### src/rtl/response_tally_pkg.sv
// -----------------------------------------------------------------------------
// response_tally_pkg
//
// Shared definitions for the response tally block:
//   - geometry of the response vector, counters and readback index
//   - MISR polynomial and seed
//   - collection FSM state encoding
//   - MISR next-state function (one step per accepted response vector)
// -----------------------------------------------------------------------------
package response_tally_pkg;

   // Response vector width; bit OUT_W-1 carries o1, bit 0 carries o22.
   localparam int OUT_W = 22;

   // Width of the sample counter, the window length and every ones counter.
   localparam int CNT_W = 16;

   // Readback index width; wide enough to address every response bit.
   localparam int IDX_W = 5;

   // MISR feedback taps for x^32 + x^22 + x^2 + x + 1 (x^32 term implicit).
   localparam logic [31:0] POLY = 32'h0040_0007;

   // MISR value loaded whenever a new window starts.
   localparam logic [31:0] SEED = 32'hFFFF_FFFF;

   typedef enum logic [1:0] {
      IDLE     = 2'd0,
      COLLECT  = 2'd1,
      FINALIZE = 2'd2,
      DONE     = 2'd3
   } state_e;

   // One MISR step: shift left with polynomial feedback from the bit that
   // falls off the top, then fold in the zero-extended response vector.
   function automatic logic [31:0] misr_next(input logic [31:0]      sig,
                                             input logic [OUT_W-1:0] data);
      logic [31:0] shifted;
      shifted = {sig[30:0], 1'b0} ^ (sig[31] ? POLY : 32'h0000_0000);
      return shifted ^ {{(32-OUT_W){1'b0}}, data};
   endfunction

endpackage : response_tally_pkg

### src/rtl/response_tally_bit_counter.sv
// -----------------------------------------------------------------------------
// bit_counter
//
// Ones counter for a single response bit. Clear wins over increment so a
// window restart discards a sample presented in the same cycle.
//
// Ports:
//   clk    in   clock, rising edge
//   rst_n  in   asynchronous active-low reset
//   clr    in   synchronous clear to zero
//   inc    in   add one this cycle (ignored while clr is high)
//   cnt    out  current count
// -----------------------------------------------------------------------------
module bit_counter
   import response_tally_pkg::*;
(
   input  logic             clk,
   input  logic             rst_n,
   input  logic             clr,
   input  logic             inc,
   output logic [CNT_W-1:0] cnt
);

   logic [CNT_W-1:0] cnt_d;
   logic [CNT_W-1:0] cnt_q;

   // The count can never exceed the window length, so no saturation is needed.
   // NOTE: every signal written in always_comb gets a default on the first
   // line so that no path leaves it unassigned and a latch is inferred.
   always_comb begin
      cnt_d = cnt_q;
      if (clr) begin
         cnt_d = '0;
      end else if (inc) begin
         cnt_d = cnt_q + CNT_W'(1);
      end
   end

   // NOTE: state registers use non-blocking assignments only, so every flop
   // samples the values computed before the edge regardless of block order.
   always_ff @(posedge clk or negedge rst_n) begin
      if (!rst_n) begin
         cnt_q <= '0;
      end else begin
         cnt_q <= cnt_d;
      end
   end

   assign cnt = cnt_q;

endmodule : bit_counter

### src/rtl/response_tally.sv
// -----------------------------------------------------------------------------
// response_tally
//
// Collects a programmable window of response vectors from the circuit under
// test and condenses them into per-bit ones counts, a majority bias vector
// and a 32-bit MISR signature for the statistical key-recovery flow.
//
// Ports:
//   v_in1_v     in   clock, rising edge
//   reset       in   asynchronous active-low reset
//   start       in   one-cycle pulse: latch window_len, clear, start collecting
//   window_len  in   samples to accept in the window (sampled on start)
//   resp_valid  in   resp_data is valid this cycle
//   resp_data   in   response vector (bit OUT_W-1 = o1, bit 0 = o22)
//   resp_ready  out  a sample is accepted this cycle if resp_valid is high
//   busy        out  high while collecting or finalizing
//   done        out  one-cycle pulse on entry to DONE
//   sample_cnt  out  samples accepted in the current window
//   signature   out  MISR state
//   bias_vec    out  per-bit majority flag (ones_count*2 > window), valid in DONE
//   rd_idx      in   index of the ones counter to read back
//   rd_count    out  registered ones count for rd_idx (0 when out of range)
// -----------------------------------------------------------------------------
module response_tally
   import response_tally_pkg::*;
(
   input  logic             v_in1_v,
   input  logic             reset,
   input  logic             start,
   input  logic [CNT_W-1:0] window_len,
   input  logic             resp_valid,
   input  logic [OUT_W-1:0] resp_data,
   output logic             resp_ready,
   output logic             busy,
   output logic             done,
   output logic [CNT_W-1:0] sample_cnt,
   output logic [31:0]      signature,
   output logic [OUT_W-1:0] bias_vec,
   input  logic [IDX_W-1:0] rd_idx,
   output logic [CNT_W-1:0] rd_count
);

   state_e           state_d,      state_q;
   logic [CNT_W-1:0] win_d,        win_q;
   logic [CNT_W-1:0] sample_cnt_d, sample_cnt_q;
   logic [31:0]      sig_d,        sig_q;
   logic [OUT_W-1:0] bias_d,       bias_q;
   logic [CNT_W-1:0] rd_count_d,   rd_count_q;
   logic             done_d,       done_q;

   logic             accept;
   logic [CNT_W-1:0] ones_cnt [OUT_W];

   // Ready depends on state alone so the upstream handshake has no
   // combinational loop through resp_valid.
   assign resp_ready = (state_q == COLLECT);
   assign busy       = (state_q == COLLECT) || (state_q == FINALIZE);

   // A start in the same cycle as a valid sample restarts the window and
   // drops that sample.
   assign accept = resp_ready & resp_valid & ~start;

   // ---------------------------------------------------------------------------
   // Per-bit ones counters. start clears them in every state, matching the
   // clearing of the window-level registers below.
   // ---------------------------------------------------------------------------
   for (genvar i = 0; i < OUT_W; i++) begin : gen_bit
      bit_counter u_cnt (
         .clk   (v_in1_v),
         .rst_n (reset),
         .clr   (start),
         .inc   (accept & resp_data[i]),
         .cnt   (ones_cnt[i])
      );
   end

   // ---------------------------------------------------------------------------
   // Collection FSM, sample counter, MISR and bias computation.
   // ---------------------------------------------------------------------------
   always_comb begin
      state_d      = state_q;
      win_d        = win_q;
      sample_cnt_d = sample_cnt_q;
      sig_d        = sig_q;
      bias_d       = bias_q;
      done_d       = 1'b0;

      if (start) begin
         // Same clearing from any state; an aborted window raises no done.
         win_d        = window_len;
         sample_cnt_d = '0;
         sig_d        = SEED;
         bias_d       = '0;
         state_d      = (window_len == '0) ? FINALIZE : COLLECT;
      end else begin
         unique case (state_q)
            IDLE: begin
            end

            COLLECT: begin
               if (resp_valid) begin
                  sample_cnt_d = sample_cnt_q + CNT_W'(1);
                  sig_d        = misr_next(sig_q, resp_data);
                  // The sample that fills the window is still counted.
                  if (sample_cnt_d == win_q) begin
                     state_d = FINALIZE;
                  end
               end
            end

            FINALIZE: begin
               // Doubling the count is compared against the window with one
               // extra bit so an exact tie (count*2 == window) is not a majority.
               for (int i = 0; i < OUT_W; i++) begin
                  bias_d[i] = ({ones_cnt[i], 1'b0} > {1'b0, win_q});
               end
               state_d = DONE;
               done_d  = 1'b1;
            end

            DONE: begin
            end

            default: begin
               state_d = IDLE;
            end
         endcase
      end
   end

   // ---------------------------------------------------------------------------
   // Readback mux: out-of-range indices read as zero.
   // ---------------------------------------------------------------------------
   always_comb begin
      rd_count_d = '0;
      for (int i = 0; i < OUT_W; i++) begin
         if (rd_idx == IDX_W'(i)) begin
            rd_count_d = ones_cnt[i];
         end
      end
   end

   always_ff @(posedge v_in1_v or negedge reset) begin
      if (!reset) begin
         state_q      <= IDLE;
         win_q        <= '0;
         sample_cnt_q <= '0;
         sig_q        <= '0;
         bias_q       <= '0;
         rd_count_q   <= '0;
         done_q       <= 1'b0;
      end else begin
         state_q      <= state_d;
         win_q        <= win_d;
         sample_cnt_q <= sample_cnt_d;
         sig_q        <= sig_d;
         bias_q       <= bias_d;
         rd_count_q   <= rd_count_d;
         done_q       <= done_d;
      end
   end

   assign done       = done_q;
   assign sample_cnt = sample_cnt_q;
   assign signature  = sig_q;
   assign bias_vec   = bias_q;
   assign rd_count   = rd_count_q;

endmodule : response_tally

### config.mk
export PLATFORM = sky130hd
export DESIGN_NAME = response_tally
export DESIGN_NICKNAME = d
export VERILOG_FILES = /design/src/rtl/response_tally_pkg.sv /design/src/rtl/response_tally_bit_counter.sv /design/src/rtl/response_tally.sv
export SDC_FILE = /design/constraint.sdc
export NUM_CORES = 1
export LEC_CHECK = 0
export BUFFER_PORTS_ARGS = -buffer_cell sky130_fd_sc_hd__buf_4
export CAP_MARGIN = 20
export CORE_ASPECT_RATIO = 0.9
export CORE_MARGIN = 3
export CORE_UTILIZATION = 64
export DETAILED_ROUTE_END_ITERATION = 16
export PLACE_DENSITY = 0.84
export RECOVER_POWER = 50
export REMOVE_ABC_BUFFERS = 1
export SLEW_MARGIN = 20
export SYNTH_ARGS = -nofsm -noshare
export SYNTH_HDL_FRONTEND = slang
export SYNTH_HIERARCHICAL = 1
export SYNTH_SLANG_ARGS = --single-unit
### constraint.sdc
create_clock -name v_in1_v -period 3 [get_ports v_in1_v]
set_clock_uncertainty 0.05 [all_clocks]
set_input_delay 0.3 -clock v_in1_v [delete_from_list [all_inputs] [get_ports v_in1_v]]
set_output_delay 0.3 -clock v_in1_v [all_outputs]
set_load 0.03 [all_outputs]
# Word level (Yosys, flattened, before mapping)
# Cells that the tools add are included.
dict set report totals {
  register_bits 457
  latchBits 0
  ram_bits 0
  rom_bits 0
  in_bits 47
  out_inout_bits 89
  word_cells 240
  mem_count 0
}
dict set report op_classes {
  n_addsub 23
  multipliers 0
  div 0
  n_lt_le_gt_ge 22
  eq_ne 26
  shifts 0
  muxes 82
  bitwise 27
  n_reduce_logical 31
}
# op n
set op_table {}
lappend op_table {{$mux 16} 69}
lappend op_table {{$gt 17x16->1} 22}
lappend op_table {{$add 16x1->16 const B} 23}
lappend op_table {{$mux 32} 3}
lappend op_table {{$reduce_bool 2->1} 25}
lappend op_table {{$mux 22} 2}
lappend op_table {{$eq 5x4->1 const B} 8}
lappend op_table {{$xor 32x22->32} 1}
lappend op_table {{$xor 32x23->32} 1}
lappend op_table {{$eq 5x5->1 const B} 6}
lappend op_table {{$and 1x1->1} 24}
lappend op_table {{$mux 23} 1}
lappend op_table {{$eq 5x3->1 const B} 4}
lappend op_table {{$eq 16x16->1} 1}
lappend op_table {{$logic_not 16->1} 1}
lappend op_table {{$eq 5x2->1 const B} 2}
lappend op_table {{$mux 2} 4}
lappend op_table {{$eq 5x1->1 const B} 1}
lappend op_table {{$logic_not 5->1} 1}
lappend op_table {{$pmux 2 s2} 1}
lappend op_table {{$ne 3x2->1 const B} 1}
lappend op_table {{$ne 3x3->1 const B} 1}
lappend op_table {{$reduce_and 3->1} 1}
lappend op_table {{$reduce_bool 3->1} 1}
lappend op_table {{other kinds (6)} 7}

# Longest topological paths before layout
dict set report logic_depth {
  depth_word 23
  ltp_mapped 11
  depth_no_buf 9
}

# By module
# The synthesis kept the hierarchy.
# module n_inst cells_per_inst area_per_inst_um2 seq_area_each_um2
set by_module_without_submodules {}
lappend by_module_without_submodules {bit_counter 22 82 872.1 400.4}
lappend by_module_without_submodules {response_tally 1 1920 15955.3 2627.5}

# Least setup slack after synthesis
# Ideal clock, no wire load.
dict set report synth_timing {
  path_type {register to register}
  startpoint {register state_q[1]}
  endpoint {register gen_bit[9].u_cnt.cnt_q[15]}
  setup_time_ns 0.125
  arrival_time_ns 2.637
  t_required_ns 2.825
  path_slack_ns 0.188
  path_stages_with_launch 12
  n_path_buf 3
  synth_period_minus_slack_ns 2.812
  cell_sequence {dfrtp_1 inv_1 ha_1 and2_1 clkbuf_1 clkbuf_1 and3_1 buf_4 o211ai_4 nor3_2 nor3b_2 mux2_4}
}
dict set report synth_via {
  elab_chain_len 5
}
# item line_no
set synth_lines {}
lappend synth_lines {{start, declared} response_tally.sv:43} ;# state_e state_d, state_q;
lappend synth_lines {{start signal, assigned} response_tally.sv:153} ;# state_q <= state_d;
lappend synth_lines {{$eq 2x1->1} response_tally.sv:56} ;# assign resp_ready = (state_q == COLLECT);
lappend synth_lines {{via resp_ready} response_tally.sv:33} ;# output logic resp_ready,
lappend synth_lines {{$and 1x1->1 (2 in series)} response_tally.sv:61} ;# assign accept = resp_ready & resp_valid & ~start;
lappend synth_lines {{$and 1x1->1} response_tally.sv:72} ;# .inc (accept & resp_data[i]),
lappend synth_lines {{$reduce_bool 2->1 (no source line)} --}
lappend synth_lines {{end signal, assigned} response_tally_bit_counter.sv:45} ;# cnt_q <= cnt_d;
lappend synth_lines {{end, declared} response_tally_bit_counter.sv:25} ;# logic [CNT_W-1:0] cnt_q;
# The timed path passes the listed nets, and every way through them passes these cells.
# A chain may end at the register's enable or synchronous reset.

# Worst setup path after layout
dict set report layout_timing {
  startpoint {register state_q[1]}
  endpoint {register gen_bit[4].u_cnt.cnt_q[15]}
}
dict set report layout_via {
  elab_chain_len 5
}
# item line_no
set layout_lines {}
lappend layout_lines {{$eq 2x1->1} response_tally.sv:56}
lappend layout_lines {{$and 1x1->1 (2 in series)} response_tally.sv:61}
lappend layout_lines {{$and 1x1->1} response_tally.sv:72}
lappend layout_lines {{$reduce_bool 2->1 (no source line)} --}
lappend layout_lines {{end signal, assigned} response_tally_bit_counter.sv:45}
lappend layout_lines {{end, declared} response_tally_bit_counter.sv:25}
# No other way between the ends.

==> impl_metrics.py <==
metrics = {
    "yosys": {
        "postSynth.asyncResetShare_pct": 100,
        "synth-edff-count": 0,
        "yosysSeqAreaShare_pct": 32.5,
        "synth_flop_cell": "dfrtp_1",
        "yosys_warnings": 6,
        "avgSynthCellArea_um2": 9.44,
        "synth_cells": 3724,
        "netlist_area_mm2": 0.0351,
        "yosysUniqueCellTypes": 85,
        "synth.ff_latch_count": 457,
    },
    "route": {
        "num_vias": 32000,
        "final_antenna_net_count": 0,
        "first_pass_iters": 7,
        "drt_iter0_markers": 4139,
        "drc": 0,
        "viasPerCell": 6.95,
        "wire_per_inst_um": 25.1,
        "wl_mm": 116,
    },
    "worst_setup_path": {
        "ff2ff_setup_slack_ns": 0.23,
        "cp.depth": 9,
        "worstSetupStartpoint": "state_q[1]$_DFFE_PN0P_",
        "critPathBufInv": 2,
        "path_cells": "inv_1, ha_1, and2_2, buf_12, and3_1, o211ai_4, nor3_2, nor3b_2, mux2_4",
        "path_max_fanout": 29,
        "worstSetupStartpointType": "flop",
        "cp-end-kind": "flop",
        "r2r_cells": 9,
        "cp_slowest_stage_delay_ns": 0.43,
        "critical_path_arrival_ns": 3.21,
        "crit_slowest_cell": "and3_1",
        "critPathRequiredTime_ns": 3.44,
        "r2r-end": "gen_bit[4].u_cnt/cnt[15]$_DFFE_PN0P_",
        "crit_family": "simple AND/OR/NAND/NOR gates",
        "rr_startpoint": "state_q[1]$_DFFE_PN0P_",
        "critPathCapture": "gen_bit[4].u_cnt/cnt[15]$_DFFE_PN0P_",
        "crit_type": "reg2reg",
    },
    "power_and_ir_drop": {
        "ir_drop_v": 0.000413,
        "power.static_leakage_nw": 16.6,
        "p_per_area_mw_per_mm2": 398,
    },
    "timing": {
        "hold_ws_ns": 0.000166,
        "setup_violations": 0,
        "max_freq_mhz": 361,
        "slew-limit-headroom_pct": -38.6,
        "rsz0062_at_grt": "false",
        "tightest_slew_ns": 2.08,
        "drv_slew": 64,
        "hold_viol_final": 0,
        "finalCritPeriodShare_pct": 92.3,
        "finalSetupTns_ns": 0,
        "fin_crit_ns": 2.77,
    },
    "floorplanning": {
        "dieWidth_um": 253,
        "die_y_um": 228,
        "core_mm2": 0.0537,
        "start_util_pct": 65.5,
        "io_pins": 136,
        "row_count": 80,
        "dieArea_mm2": 0.0578,
    },
    "worst_hold_path": {
        "hold_class": "in2reg",
        "worstHoldStart": "resp_data[9]",
    },
    "layout": {
        "fillCellCount": 3937,
        "instances_no_fill": 4607,
        "fin_nets": 4268,
        "register_area_mm2": 0.0114,
        "syn2layout_area_growth_pct": 10.3,
        "drive_gt1_share_pct": 14.1,
        "multi_input_comb_area_mm2": 0.0220,
    },
    "cts": {
        "cts_buffers": 50,
        "cts_buffer_depth": 3,
        "cts-root-buf": "clkbuf_16",
        "clkLatencyLatePin_ns": 0.62,
        "cts_setup_buffers": 0,
        "clk_pin_slew_worst_paths_ns": 0.06,
        "cts_sinks": 457,
        "htreeDepth": 2,
        "cts_tree": "built",
    },
    "global_route": {
        "use_met2_pct": 58.1,
        "globalRouteOverflowTotal": 0,
        "globalRoute.busiestLayer": "met2",
        "antenna_found_initial": 3,
        "grt_usage_pct": 39.6,
        "grt_pass1_vias": 30400,
        "met1_usage_pct": 54.2,
        "grt_max_degree": 120,
        "grt_pass1_wl_mm": 179,
        "grtUsageMet3_pct": 9.58,
    },
    "outcome": {
        "run_status": "finished, violations left",
        "violations": "capacitance limit, slew limit",
    },
    "placement": {
        "dp.cells": 4480,
        "gp_congestion": 1.05,
        "portBuffers": 135,
        "dp_hpwl_mm": 82.8,
    },
    "run": {
        "drv_cap": 1,
    },
}
## registers in the layout (all words and copies together), names as in the netlist
register           count
sample_cnt            16
state_q                2
done                   1
signature             32
rd_count              16
gen_bit.u_cnt/cnt    352
win_q                 16
bias_vec              22
## worst min path at each step
stage / to / slack [ns] / cells past startpoint
2_1_floorplan: bias_vec[0]$_DFFE_PN0P_ / -0.05 / 0
3_3_place_gp: sample_cnt[12]$_DFFE_PN0P_ / 0.27 / 1
3_5_place_dp: sample_cnt[14]$_DFFE_PN0P_ / 0.27 / 1
4_1_cts: signature[9]$_DFFE_PN0P_ / 0.002 / 3
5_1_grt: signature[9]$_DFFE_PN0P_ / 0.02 / 3
6_report: signature[9]$_DFFE_PN0P_ / 0.0002 / 3
## Yosys cell counts, types with 17 or more instances
cell type | instances | area (um2)
nor3_1 | 70 | 350
a21oi_1 | 226 | 1130
buf_4 | 35 | 263
o211ai_4 | 22 | 468
nor2b_1 | 54 | 338
mux2_1 | 22 | 248
nor2_1 | 410 | 1540
nor4_1 | 23 | 144
o22ai_1 | 44 | 275
or3_1 | 70 | 438
nand4_1 | 134 | 838
a22oi_1 | 17 | 128
inv_1 | 118 | 443
buf_2 | 28 | 140
nor3b_2 | 23 | 288
o21ai_0 | 179 | 896
nor4b_2 | 22 | 330
xnor2_1 | 192 | 1680
nand3_1 | 131 | 656
a21o_1 | 65 | 488
o21a_1 | 57 | 428
nor3_2 | 24 | 240
o211ai_1 | 35 | 263
xor2_1 | 82 | 718
clkbuf_1 | 67 | 251
dfrtp_1 | 457 | 11400
and3_1 | 52 | 325
ha_1 | 355 | 4440
nand4_2 | 22 | 275
nand2_1 | 211 | 792
mux2_4 | 23 | 345
a31oi_1 | 27 | 169
buf_6 | 46 | 518
mux2i_1 | 87 | 871
nor4_2 | 89 | 1110
## area by class of cell
type	instances	share of cell area, %
antenna	4	0.0258
clock buffer	70	3.66
clock inverter	22	0.836
inverter	119	1.15
multi-input combinational	2965	56.9
sequential	457	29.5
tap	697	2.25
timing repair buffer	273	5.69
## cell families after synthesis
group           count (synthesis)  synth area share (%)
compound gates                788                  14.9
flops                         457                  32.5
simple gates                 1396                  23.1
mux                           152                  5.26
fa+ha+maj                     355                  12.6
buf+inv                       302                  4.76
xor+xnor                      274                  6.83
## worst min-delay path, cell delays in order
cell and delay (ns):
buf_4 0.10, xnor2_1 0.13, o211ai_1 0.09
## power by group
part | switching (W) | internal, W
clock network | 0.00274 | 0.00398
registers | 0.000128 | 0.00625
logic | 0.00156 | 0.000780
## cells in the final DEF (no fill, tap or decap), types with 54 or more instances in the layout
cell type / count
a21oi_1: 226
nor2_1: 410
mux2i_1: 87
ha_1: 354
nor2b_1: 54
nand2_1: 210
inv_1: 117
nor4_2: 89
nand3_1: 131
xor2_1: 82
nor3_1: 70
buf_4: 174
clkbuf_1: 56
o21ai_0: 179
dfrtp_1: 457
or3_1: 70
xnor2_1: 192
nand4_1: 134
o21a_1: 57
a21o_1: 65
## stage by stage
step	util, %	instance area (um2)	power (W)	setup WS (ns)
floorplan	-	33900	0.00757	0.0655
global placement	68.7	36900	0.00868	0.408
detailed placement	68.7	36900	0.00874	0.341
CTS	72.6	38900	0.0154	0.288
global route	72.2	38700	0.0159	0.130
finish	72.2	38700	0.0154	0.232
## timing repair
item                                   in CTS  in global routing
hold buffers                               31                  0
gates resized for setup                     0                  0
endpoints found under the hold margin      90                  0
## layer usage
metal / wire length, um / part of all wire (%)
met2: 48900 / 42
met3: 14300 / 12
met4: 7730 / 6.7
met1: 44700 / 39
met5: 13 / 0.011
Power figures use the tool's default switching activity.
